`src/rtl/hdmi_frame_gen_if.sv`:
```
// ---------------------------------------------------------------------------
// hdmi_frame_gen_if
// Video stream bundle produced by hdmi_frame_gen.
//   hdmi_v_sync     : frame start strobe (one clock per frame)
//   hdmi_h_sync     : line start strobe (one clock per line)
//   hdmi_data_valid : active pixels present on the lanes this clock
//   hdmi_data_y/cr/cb : N lanes of 8-bit signed samples, lane i = pixel x*N+i
// master = generator side, slave = sink side.
// ---------------------------------------------------------------------------
interface hdmi_frame_gen_if #(
  parameter int N = 2
);
  logic              hdmi_v_sync;
  logic              hdmi_h_sync;
  logic              hdmi_data_valid;
  logic [N-1:0][7:0] hdmi_data_y;
  logic [N-1:0][7:0] hdmi_data_cr;
  logic [N-1:0][7:0] hdmi_data_cb;

  modport master (
    output hdmi_v_sync, hdmi_h_sync, hdmi_data_valid,
    output hdmi_data_y, hdmi_data_cr, hdmi_data_cb
  );

  modport slave (
    input hdmi_v_sync, hdmi_h_sync, hdmi_data_valid,
    input hdmi_data_y, hdmi_data_cr, hdmi_data_cb
  );
endinterface

```
`src/rtl/hdmi_frame_gen.sv`:
```
// ---------------------------------------------------------------------------
// hdmi_frame_gen
// Test-pattern frame generator, N pixels per clock, YCrCb 8-bit signed.
// A line is H_BLANK blanking clocks followed by X_RES/N active clocks; a frame
// is V_BLANK blanking lines followed by Y_RES active lines. Frames run back to
// back while en=1; dropping en lets the current frame finish.
//
// Ports
//   clk, rst          : single clock, synchronous active-high reset
//   en                : run request, checked in IDLE and at the last frame clock
//   pat_sel           : 0 constant, 1 horizontal ramp, 2 vertical ramp, 3 checker
//   cfg_y/cr/cb       : constant-pattern colour
//   hdmi (master)     : registered video stream (see hdmi_frame_gen_if)
//   busy              : registered "state is RUN"
//   frame_cnt         : completed frames, wraps at 16 bits
// All stream outputs trail the internal counters by exactly one clock.
// ---------------------------------------------------------------------------
module hdmi_frame_gen #(
  parameter int N       = 2,
  parameter int X_RES   = 2160,
  parameter int Y_RES   = 1200,
  parameter int H_BLANK = 16,
  parameter int V_BLANK = 4
) (
  input  logic               clk,
  input  logic               rst,
  input  logic               en,
  input  logic [1:0]         pat_sel,
  input  logic signed [7:0]  cfg_y,
  input  logic signed [7:0]  cfg_cr,
  input  logic signed [7:0]  cfg_cb,
  hdmi_frame_gen_if.master   hdmi,
  output logic               busy,
  output logic [15:0]        frame_cnt
);

  localparam int H_TOTAL = H_BLANK + X_RES / N;
  localparam int V_TOTAL = V_BLANK + Y_RES;
  localparam int HW      = $clog2(H_TOTAL);
  localparam int VW      = $clog2(V_TOTAL);

  typedef enum logic {IDLE, RUN} state_t;

  state_t          state_q, state_d;
  logic [HW-1:0]   hcnt;
  logic [VW-1:0]   vcnt;
  logic            h_last, v_last, frame_last, frame_start, active;

  // Pattern settings captured at frame start and held for the whole frame.
  logic [1:0]        pat_q;
  logic signed [7:0] cfg_y_q, cfg_cr_q, cfg_cb_q;

  logic [N-1:0][7:0] y_d, cr_d, cb_d;
  logic [7:0]        px, ln;

  assign h_last      = (hcnt == HW'(H_TOTAL - 1));
  assign v_last      = (vcnt == VW'(V_TOTAL - 1));
  assign frame_last  = (state_q == RUN) && h_last && v_last;
  assign frame_start = (state_q == RUN) && (hcnt == '0) && (vcnt == '0);
  assign active      = (state_q == RUN) && (vcnt >= VW'(V_BLANK)) &&
                       (hcnt >= HW'(H_BLANK));

  // ---------------------------------------------------------------- FSM
  // NOTE: sequential state uses non-blocking (<=) so every register samples
  // pre-edge values; blocking here would create order-dependent races.
  always_ff @(posedge clk) begin
    if (rst) state_q <= IDLE;
    else     state_q <= state_d;
  end

  // NOTE: every output of a combinational block gets a default first, so no
  // path leaves it unassigned and no latch is inferred.
  always_comb begin
    state_d = state_q;
    case (state_q)
      IDLE:    if (en) state_d = RUN;
      RUN:     if (frame_last && !en) state_d = IDLE;
      default: state_d = IDLE;
    endcase
  end

  // ------------------------------------------------------------ counters
  // Counters sit at 0 in IDLE, so entering RUN always starts at frame top.
  always_ff @(posedge clk) begin
    if (rst || state_q != RUN) begin
      hcnt <= '0;
      vcnt <= '0;
    end else if (h_last) begin
      hcnt <= '0;
      vcnt <= v_last ? '0 : vcnt + 1'b1;
    end else begin
      hcnt <= hcnt + 1'b1;
    end
  end

  // -------------------------------------------------- per-frame sampling
  // Capture happens during vertical blanking (V_BLANK >= 1), so the held
  // values are already stable before the first active pixel of the frame.
  always_ff @(posedge clk) begin
    if (rst) begin
      pat_q    <= '0;
      cfg_y_q  <= '0;
      cfg_cr_q <= '0;
      cfg_cb_q <= '0;
    end else if (frame_start) begin
      pat_q    <= pat_sel;
      cfg_y_q  <= cfg_y;
      cfg_cr_q <= cfg_cr;
      cfg_cb_q <= cfg_cb;
    end
  end

  // ------------------------------------------------------ pattern datapath
  // Only the low 8 bits of px/ln are ever used, and the low bits of a
  // product/difference depend only on the low bits of the operands, so the
  // coordinate math is done modulo 256.
  always_comb begin
    y_d  = '0;
    cr_d = '0;
    cb_d = '0;
    px   = '0;
    ln   = 8'(vcnt) - 8'(V_BLANK);
    for (int i = 0; i < N; i++) begin
      px = (8'(hcnt) - 8'(H_BLANK)) * 8'(N) + 8'(i);
      if (active) begin
        case (pat_q)
          2'd0: begin
            y_d[i]  = cfg_y_q;
            cr_d[i] = cfg_cr_q;
            cb_d[i] = cfg_cb_q;
          end
          2'd1:    y_d[i] = px;
          2'd2:    y_d[i] = ln;
          default: y_d[i] = (px[3] ^ ln[3]) ? 8'h64 : 8'h9C;  // +100 / -100
        endcase
      end
    end
  end

  // ----------------------------------------------------- output registers
  always_ff @(posedge clk) begin
    if (rst) begin
      hdmi.hdmi_v_sync     <= 1'b0;
      hdmi.hdmi_h_sync     <= 1'b0;
      hdmi.hdmi_data_valid <= 1'b0;
      hdmi.hdmi_data_y     <= '0;
      hdmi.hdmi_data_cr    <= '0;
      hdmi.hdmi_data_cb    <= '0;
      busy                 <= 1'b0;
      frame_cnt            <= '0;
    end else begin
      hdmi.hdmi_h_sync     <= (state_q == RUN) && (hcnt == '0);
      hdmi.hdmi_v_sync     <= frame_start;
      hdmi.hdmi_data_valid <= active;
      hdmi.hdmi_data_y     <= y_d;
      hdmi.hdmi_data_cr    <= cr_d;
      hdmi.hdmi_data_cb    <= cb_d;
      busy                 <= (state_q == RUN);
      if (frame_last) frame_cnt <= frame_cnt + 16'd1;
    end
  end

endmodule

```
`src/flat_wrapper.sv`:
```
// flat-port wrapper written by rule: the top's interface ports become plain ports
module hdmi_frame_gen_flat 
#(
  parameter int N       = 2,
  parameter int X_RES   = 2160,
  parameter int Y_RES   = 1200,
  parameter int H_BLANK = 16,
  parameter int V_BLANK = 4
)
  (clk, rst, en, pat_sel, cfg_y, cfg_cr, cfg_cb, busy, frame_cnt, hdmi_hdmi_v_sync, hdmi_hdmi_h_sync, hdmi_hdmi_data_valid, hdmi_hdmi_data_y, hdmi_hdmi_data_cr, hdmi_hdmi_data_cb);
  hdmi_frame_gen_if #(.N(N)) hdmi_i ();
  input  logic clk;
  input  logic rst;
  input  logic en;
  input  logic [1:0] pat_sel;
  input  logic signed [7:0] cfg_y;
  input  logic signed [7:0] cfg_cr;
  input  logic signed [7:0] cfg_cb;
  output logic busy;
  output logic [15:0] frame_cnt;
  output wire logic [$bits(hdmi_i.hdmi_v_sync)-1:0] hdmi_hdmi_v_sync;
  output wire logic [$bits(hdmi_i.hdmi_h_sync)-1:0] hdmi_hdmi_h_sync;
  output wire logic [$bits(hdmi_i.hdmi_data_valid)-1:0] hdmi_hdmi_data_valid;
  output wire logic [$bits(hdmi_i.hdmi_data_y)-1:0] hdmi_hdmi_data_y;
  output wire logic [$bits(hdmi_i.hdmi_data_cr)-1:0] hdmi_hdmi_data_cr;
  output wire logic [$bits(hdmi_i.hdmi_data_cb)-1:0] hdmi_hdmi_data_cb;
  assign hdmi_hdmi_v_sync = hdmi_i.hdmi_v_sync;
  assign hdmi_hdmi_h_sync = hdmi_i.hdmi_h_sync;
  assign hdmi_hdmi_data_valid = hdmi_i.hdmi_data_valid;
  assign hdmi_hdmi_data_y = hdmi_i.hdmi_data_y;
  assign hdmi_hdmi_data_cr = hdmi_i.hdmi_data_cr;
  assign hdmi_hdmi_data_cb = hdmi_i.hdmi_data_cb;
  hdmi_frame_gen #(.N(N), .X_RES(X_RES), .Y_RES(Y_RES), .H_BLANK(H_BLANK), .V_BLANK(V_BLANK)) u_core (.clk(clk), .rst(rst), .en(en), .pat_sel(pat_sel), .cfg_y(cfg_y), .cfg_cr(cfg_cr), .cfg_cb(cfg_cb), .hdmi(hdmi_i), .busy(busy), .frame_cnt(frame_cnt));
endmodule
```
`config.mk`:
```
export PLATFORM = sky130hd
export DESIGN_NAME = hdmi_frame_gen_flat
export DESIGN_NICKNAME = d
export VERILOG_FILES = /design/src/rtl/hdmi_frame_gen_if.sv /design/src/rtl/hdmi_frame_gen.sv /design/src/flat_wrapper.sv
export SDC_FILE = /design/constraint.sdc
export NUM_CORES = 1
export LEC_CHECK = 0
export ABC_AREA = 1
export CORE_MARGIN = 2
export CORE_UTILIZATION = 50
export DETAILED_ROUTE_END_ITERATION = 16
export PLACE_DENSITY = 0.78
export SYNTH_ARGS = -nofsm -noshare
export SYNTH_HDL_FRONTEND = slang
export SYNTH_SLANG_ARGS = --single-unit
```
`constraint.sdc`:
```
create_clock -name clk -period 2.32 [get_ports clk]
set_clock_uncertainty 0.1 [all_clocks]
set_input_delay 0.232 -clock clk [delete_from_list [all_inputs] [get_ports clk]]
set_output_delay 0.232 -clock clk [all_outputs]
set_load 0.01 [all_outputs]
```
# Word-level counts from Yosys, hierarchy flattened
# Index checks and enable logic that the tools add are counted.
# totals
ff_bits	101
latch_bits	0
ramBits	0
rom_bits	0
inputBits	29
output_inout_bits	68
word_cells	56
n_memories	0
# classes
n_addsub	6
multipliers	0
div	0
n_lt_le_gt_ge	2
n_eq_ne	4
shifts	0
muxes	8
bitwise	5
n_reduce_logical	15
# ops
operator	n
8-bit one-hot mux with 3 select lines	2
11-bit by 1-bit adder with 11-bit output, second input constant	2
11-bit equality test, second input constant	2
11-bit logical NOT	2
16-bit by 1-bit adder with 16-bit output, second input constant	1
8-bit two-way mux	2
11-bit by 3-bit greater-or-equal comparator with 1-bit output, second input constant	1
11-bit by 5-bit greater-or-equal comparator with 1-bit output, second input constant	1
11-bit two-way mux	1
8-bit by 1-bit adder with 8-bit output, second input constant	1
8-bit by 3-bit subtractor with 8-bit output, second input constant	1
1-bit logical AND	7
7-bit by 5-bit subtractor with 7-bit output, second input constant	1
2-bit OR reduction	2
1-bit NOT	3
3-bit OR reduction	1
2-bit by 1-bit equality test with 1-bit output, second input constant	1
2-bit equality test, second input constant	1
2-bit logical NOT	1
1-bit two-way mux	2
1-bit one-hot mux with 2 select lines	1
1-bit XOR	2
1-bit logical NOT	1
1-bit logical OR	1

# Depth between registers and ports, before layout
# Gate-level depths: netlist of the first run.
# depth
word_depth	6
depth_mapped	11

# Worst setup path after synthesis of the first run
# Ideal clock, no wire load.
# synth_timing
path_type	reg2reg
from	register u_core.vcnt[0]
to	register u_core.frame_cnt[7]
setup_ns	0.070
arrival_time_ns	1.520
setup_slack_ns	0.629
stages_incl_launch_ff	10
synth_period_minus_slack_ns	1.691
path_cell_list	dfxtp_1 -> ha_1 -> clkbuf_2 -> nand2_1 -> nor3_2 -> nand2_2 -> nor2_4 -> buf_6 -> nand2_1 -> a21oi_1
# synth_via
elab_chain_len	2
# synth_lines
item	line_no	source
start: declaration	hdmi_frame_gen.sv:46	logic [VW-1:0] vcnt;
start signal: assignment	hdmi_frame_gen.sv:90	vcnt <= v_last ? '0 : vcnt + 1'b1;
11-bit equality test	hdmi_frame_gen.sv:57	assign v_last = (vcnt == VW'(V_TOTAL - 1));
1-bit logical AND	hdmi_frame_gen.sv:58	assign frame_last = (state_q == RUN) && h_last && v_last;
end signal: assignment	hdmi_frame_gen.sv:159	if (frame_last) frame_cnt <= frame_cnt + 16'd1;
end: declaration	hdmi_frame_gen.sv:34	output logic [15:0] frame_cnt
# No other way between the ends.
# A chain may end at the register's enable or synchronous reset.

# Final worst setup path of the first run
# layout_timing
from	register u_core.hcnt[4]
to	register u_core.frame_cnt[3]
# layout_via
elab_chain_len	3
# layout_lines
item	line_no	source
start: declaration	hdmi_frame_gen.sv:45	logic [HW-1:0] hcnt;
start signal: assignment	hdmi_frame_gen.sv:92	hcnt <= hcnt + 1'b1;
11-bit equality test	hdmi_frame_gen.sv:56	assign h_last = (hcnt == HW'(H_TOTAL - 1));
1-bit logical AND (2 in series)	hdmi_frame_gen.sv:58	
# No other way between the ends.

==> summary.txt, run 1 <==
Route
  – Vias per inst: 4.984
  – Via count: 4266
  – Drt first pass iters: 4
  – Iter 0 DRT Violations: 229
  – Post-route ant nets: 0
  – WL per Instance: 12.68 microns
  – Drt drc: 0
  – WL final: 10.85 mm

Global route
  – Vias in the first global route: 4091
  – Initial antenna violation count: 0
  – First-pass GRT wire length: 18.22 mm
  – Global Route Usage Sum: 22.00%
  – GRT overflow: 0
  – Largest net degree at the start of global routing: 53

Place
  – Placed Cells: 841
  – Port bufs: 96
  – Placer congestion estimate: 0.8712
  – DP Area: 5542 sq um
  – Setup WS pre-CTS: 0.3493 ns
  – Dpl hpwl: 8.112 mm

STA
  – Final period util: 87.00%
  – RSZ-0062 raised after global routing: false
  – Final Max Slew Viols: 0
  – Setup TNS: 0 ns
  – WHS: 0.3350 ns
  – Final worst slack: 0.3016 ns
  – Setup violators final: 0
  – Headroom to the max-slew limit: 73.06%
  – Slew @ Worst Pin: 0.4004 ns
  – FMAX: 495.5 MHz
  – Min Clock Period, post-route: 2.018 ns
  – Hold Fails Final Rpt: 0

Worst setup path
  – Worst setup SP type: flop
  – Crit path arrival time: 2.20 ns
  – Buffers & Inverters on Critical Path: 1
  – Largest fanout on the critical path: 17
  – Cell mode on critical path: nor2_4
  – Kind of cell adding the most delay to the critical path: simple AND/OR/NAND/NOR gates
  – Worst Path Required: 2.50 ns
  – R2r startpoint: u_core.hcnt[4]
  – Crit path largest cell delay: 0.37 ns
  – CP startpoint: u_core.hcnt[4]
  – Crit. End Element: flop
  – Slowest cell on the critical path: dfxtp_1
  – CP cell instances: inv_1 -> ha_1 -> nand3_2 -> nor2_4 -> nand3_4 -> nor2_4 -> nand2_1 -> a21oi_1
  – Setup CP Type: reg -> reg

Pwr
  – Reg power frac: 53.1%
  – Power Density: 553.1 nW/um^2
  – Peak VDD IR: 0.0003575 V
  – Static leakage: 2.343 nW
  – Sw Share: 24.46%
  – P_int: 2.407 mW
  – Combinational share of power: 9.6%
  – P_sw: 779.5 uW
  – Clk pwr share: 37.3%
  – Final Power: 3.186 mW

Clock tree
  – Root buffer cell: clkbuf_8
  – Post-CTS Resized: 0
  – Clock sinks: 94
  – Clock buffer depth: 2
  – Setup Fix Bufs, Post-CTS: 0
  – CTS Buf Count: 9
  – Hold Buf Count CTS: 0
  – CTS tree: yes
  – CTS HTree Levels: 3
  – Worst-path clk slew: 0.10 ns
  – Worst-Skew Late Latency: 0.35 ns

Synth
  – Synth top area share: 40.11%
  – FFs w/ async S/R, synth: 0%
  – Most frequent cell after synthesis: nand2_1
  – Main synth FF type: dfxtp_1
  – Synth Area in Compound Gates: 6.933%
  – Cell accounting for the most synthesized area: dfxtp_1
  – EDFF count, synth: 0
  – Yosys cell types: 40
  – Post-Synth Adder-Cell Area: 2.933%
  – Gate Count Post-Synth: 672
  – Simple-Gate Fraction of Synth Area: 33.44%
  – Synth Register Bits: 94
  – Synth Net Count: 712
  – Main area contributors after synthesis: dfxtp_1, nand2_1, nor2_1
  – Sequential share of the synthesized area: 40.11%
  – Mux share of post-synthesis cell area: 0%
  – Main combinational cell family by area after synthesis: simple AND/OR/NAND/NOR gates
  – Cell area after synthesis: 4692 sq um
  – Synth cell count leaders: nand2_1, nor2_1, dfxtp_1, inv_1, nand3_1
  – Xor-xnor portion of the synthesized cell area: 3.547%
  – Syn_area_per_cell: 6.982 sq um
  – Yosys warns: 0

Floorplanning
  – I/O Pins: 97
  – Die Ht: 100.9 microns
  – Chip width: 100.9 microns
  – Starting Density: 51.26%
  – FP Rows: 35
  – Core region area: 9153 sq um
  – DIE AREA: 10170 sq um

Run
  – Max-cap violations: 0

Hold path
  – Worst min-delay path startpoint: u_core.cfg_cr_q[0]
  – Hold Path Class: reg -> reg

Status
  – Status: finished clean

Layout
  – Synth-to-Final Area Change: 22.77%
  – Final core area utilization: 62.94%
  – Layout fillers: 825
  – Final Non-Filler Cells: 856
  – ANT cells: 0
  – Fin area: 5761 sq um
  – Post-layout nets: 781
  – Layout cells sized above 1: 7.248%
[cells by family after synthesis]
logic type,Yosys count
AOI/OAI and AO/OA,60
xor gates and xnor gates,19
adders and majority gates,11
buffers and inverters,125
DFF,94
and+or+nand+nor,363
[cell type report]
cell class,instances,area [sq um],area share [%]
well taps,111,138.9,2.411
inverters,81,304.0,5.278
clock inverters,6,95.09,1.651
multi-input cells,453,2198,38.16
repair buffers,102,1018,17.68
flip-flops and latches,94,1882,32.67
clock buffers,9,123.9,2.150
[power groups by stage]
stage          combinational [mW]  clock, mW  sequential [mW]
2_1_floorplan               0.196          0             1.72
3_3_place_gp                0.298          0             1.73
3_5_place_dp                0.303          0             1.73
4_1_cts                     0.306       1.21             1.69
5_1_grt                     0.350       1.27             1.70
6_report                    0.306       1.19             1.69
[routing by layer]
| metal | global-route usage, % | wire length, microns |
|---|---|---|
| met2 | 37.44 | 5277 |
| met3 | 4.092 | 436 |
| met1 | 28.47 | 4983 |
| met4 | 6.322 | 156 |
| met5 | 0 | 0 |
[layout by cell type, fill, tap and decap left out, types with 11 or more instances in the layout]
cell and instances:
nand2_1 164, nor2_1 118, clkdlybuf4s50_1 96, dfxtp_1 94, inv_1 73, nand3_1 28
a21oi_1 27, o21ai_0 21, nand4_1 15, nor2_2 13, xor2_1 13, ha_1 11
[sequential cells by signal, indices dropped and copies added, names as in the netlist, 2 cells and up]
name,cells
u_core.cfg_cb_q,8
u_core.vcnt,11
u_core.cfg_cr_q,8
u_core.frame_cnt,16
u_core.cfg_y_q,8
u_core.hcnt,11
u_core.hdmi.hdmi_data_y,9
u_core.pat_q,2
u_core.hdmi.hdmi_data_cb,8
u_core.hdmi.hdmi_data_cr,8
[worst min-delay path: stages (launching register included)]
cell	delay [ns]
dfxtp_1	0.31
inv_1	0.06
nor2_1	0.04
[worst paths after layout]
path | end | slack, ns | cells past startpoint
hold / removal | u_core.hdmi.hdmi_data_cr[0] | 0.33 | 2
setup reg to reg | u_core.frame_cnt[3] | 0.30 | 8
setup / recovery | u_core.frame_cnt[3] | 0.30 | 8
hold reg to reg | u_core.hdmi.hdmi_data_cr[0] | 0.33 | 2
No activity file was read; power rests on OpenSTA's default activity.
==> run 2: changes to the inputs <==
--- a/config.mk
+++ b/config.mk
@@ -9,6 +9,8 @@
 export CORE_MARGIN = 2
 export CORE_UTILIZATION = 50
 export DETAILED_ROUTE_END_ITERATION = 16
+export GPL_ROUTABILITY_DRIVEN = 1
+export HOLD_SLACK_MARGIN = 0.12
 export PLACE_DENSITY = 0.78
 export SYNTH_ARGS = -nofsm -noshare
 export SYNTH_HDL_FRONTEND = slang
==> results of run 2 <==
No change in the layout: final DEF, timing and power equal those of run 1.
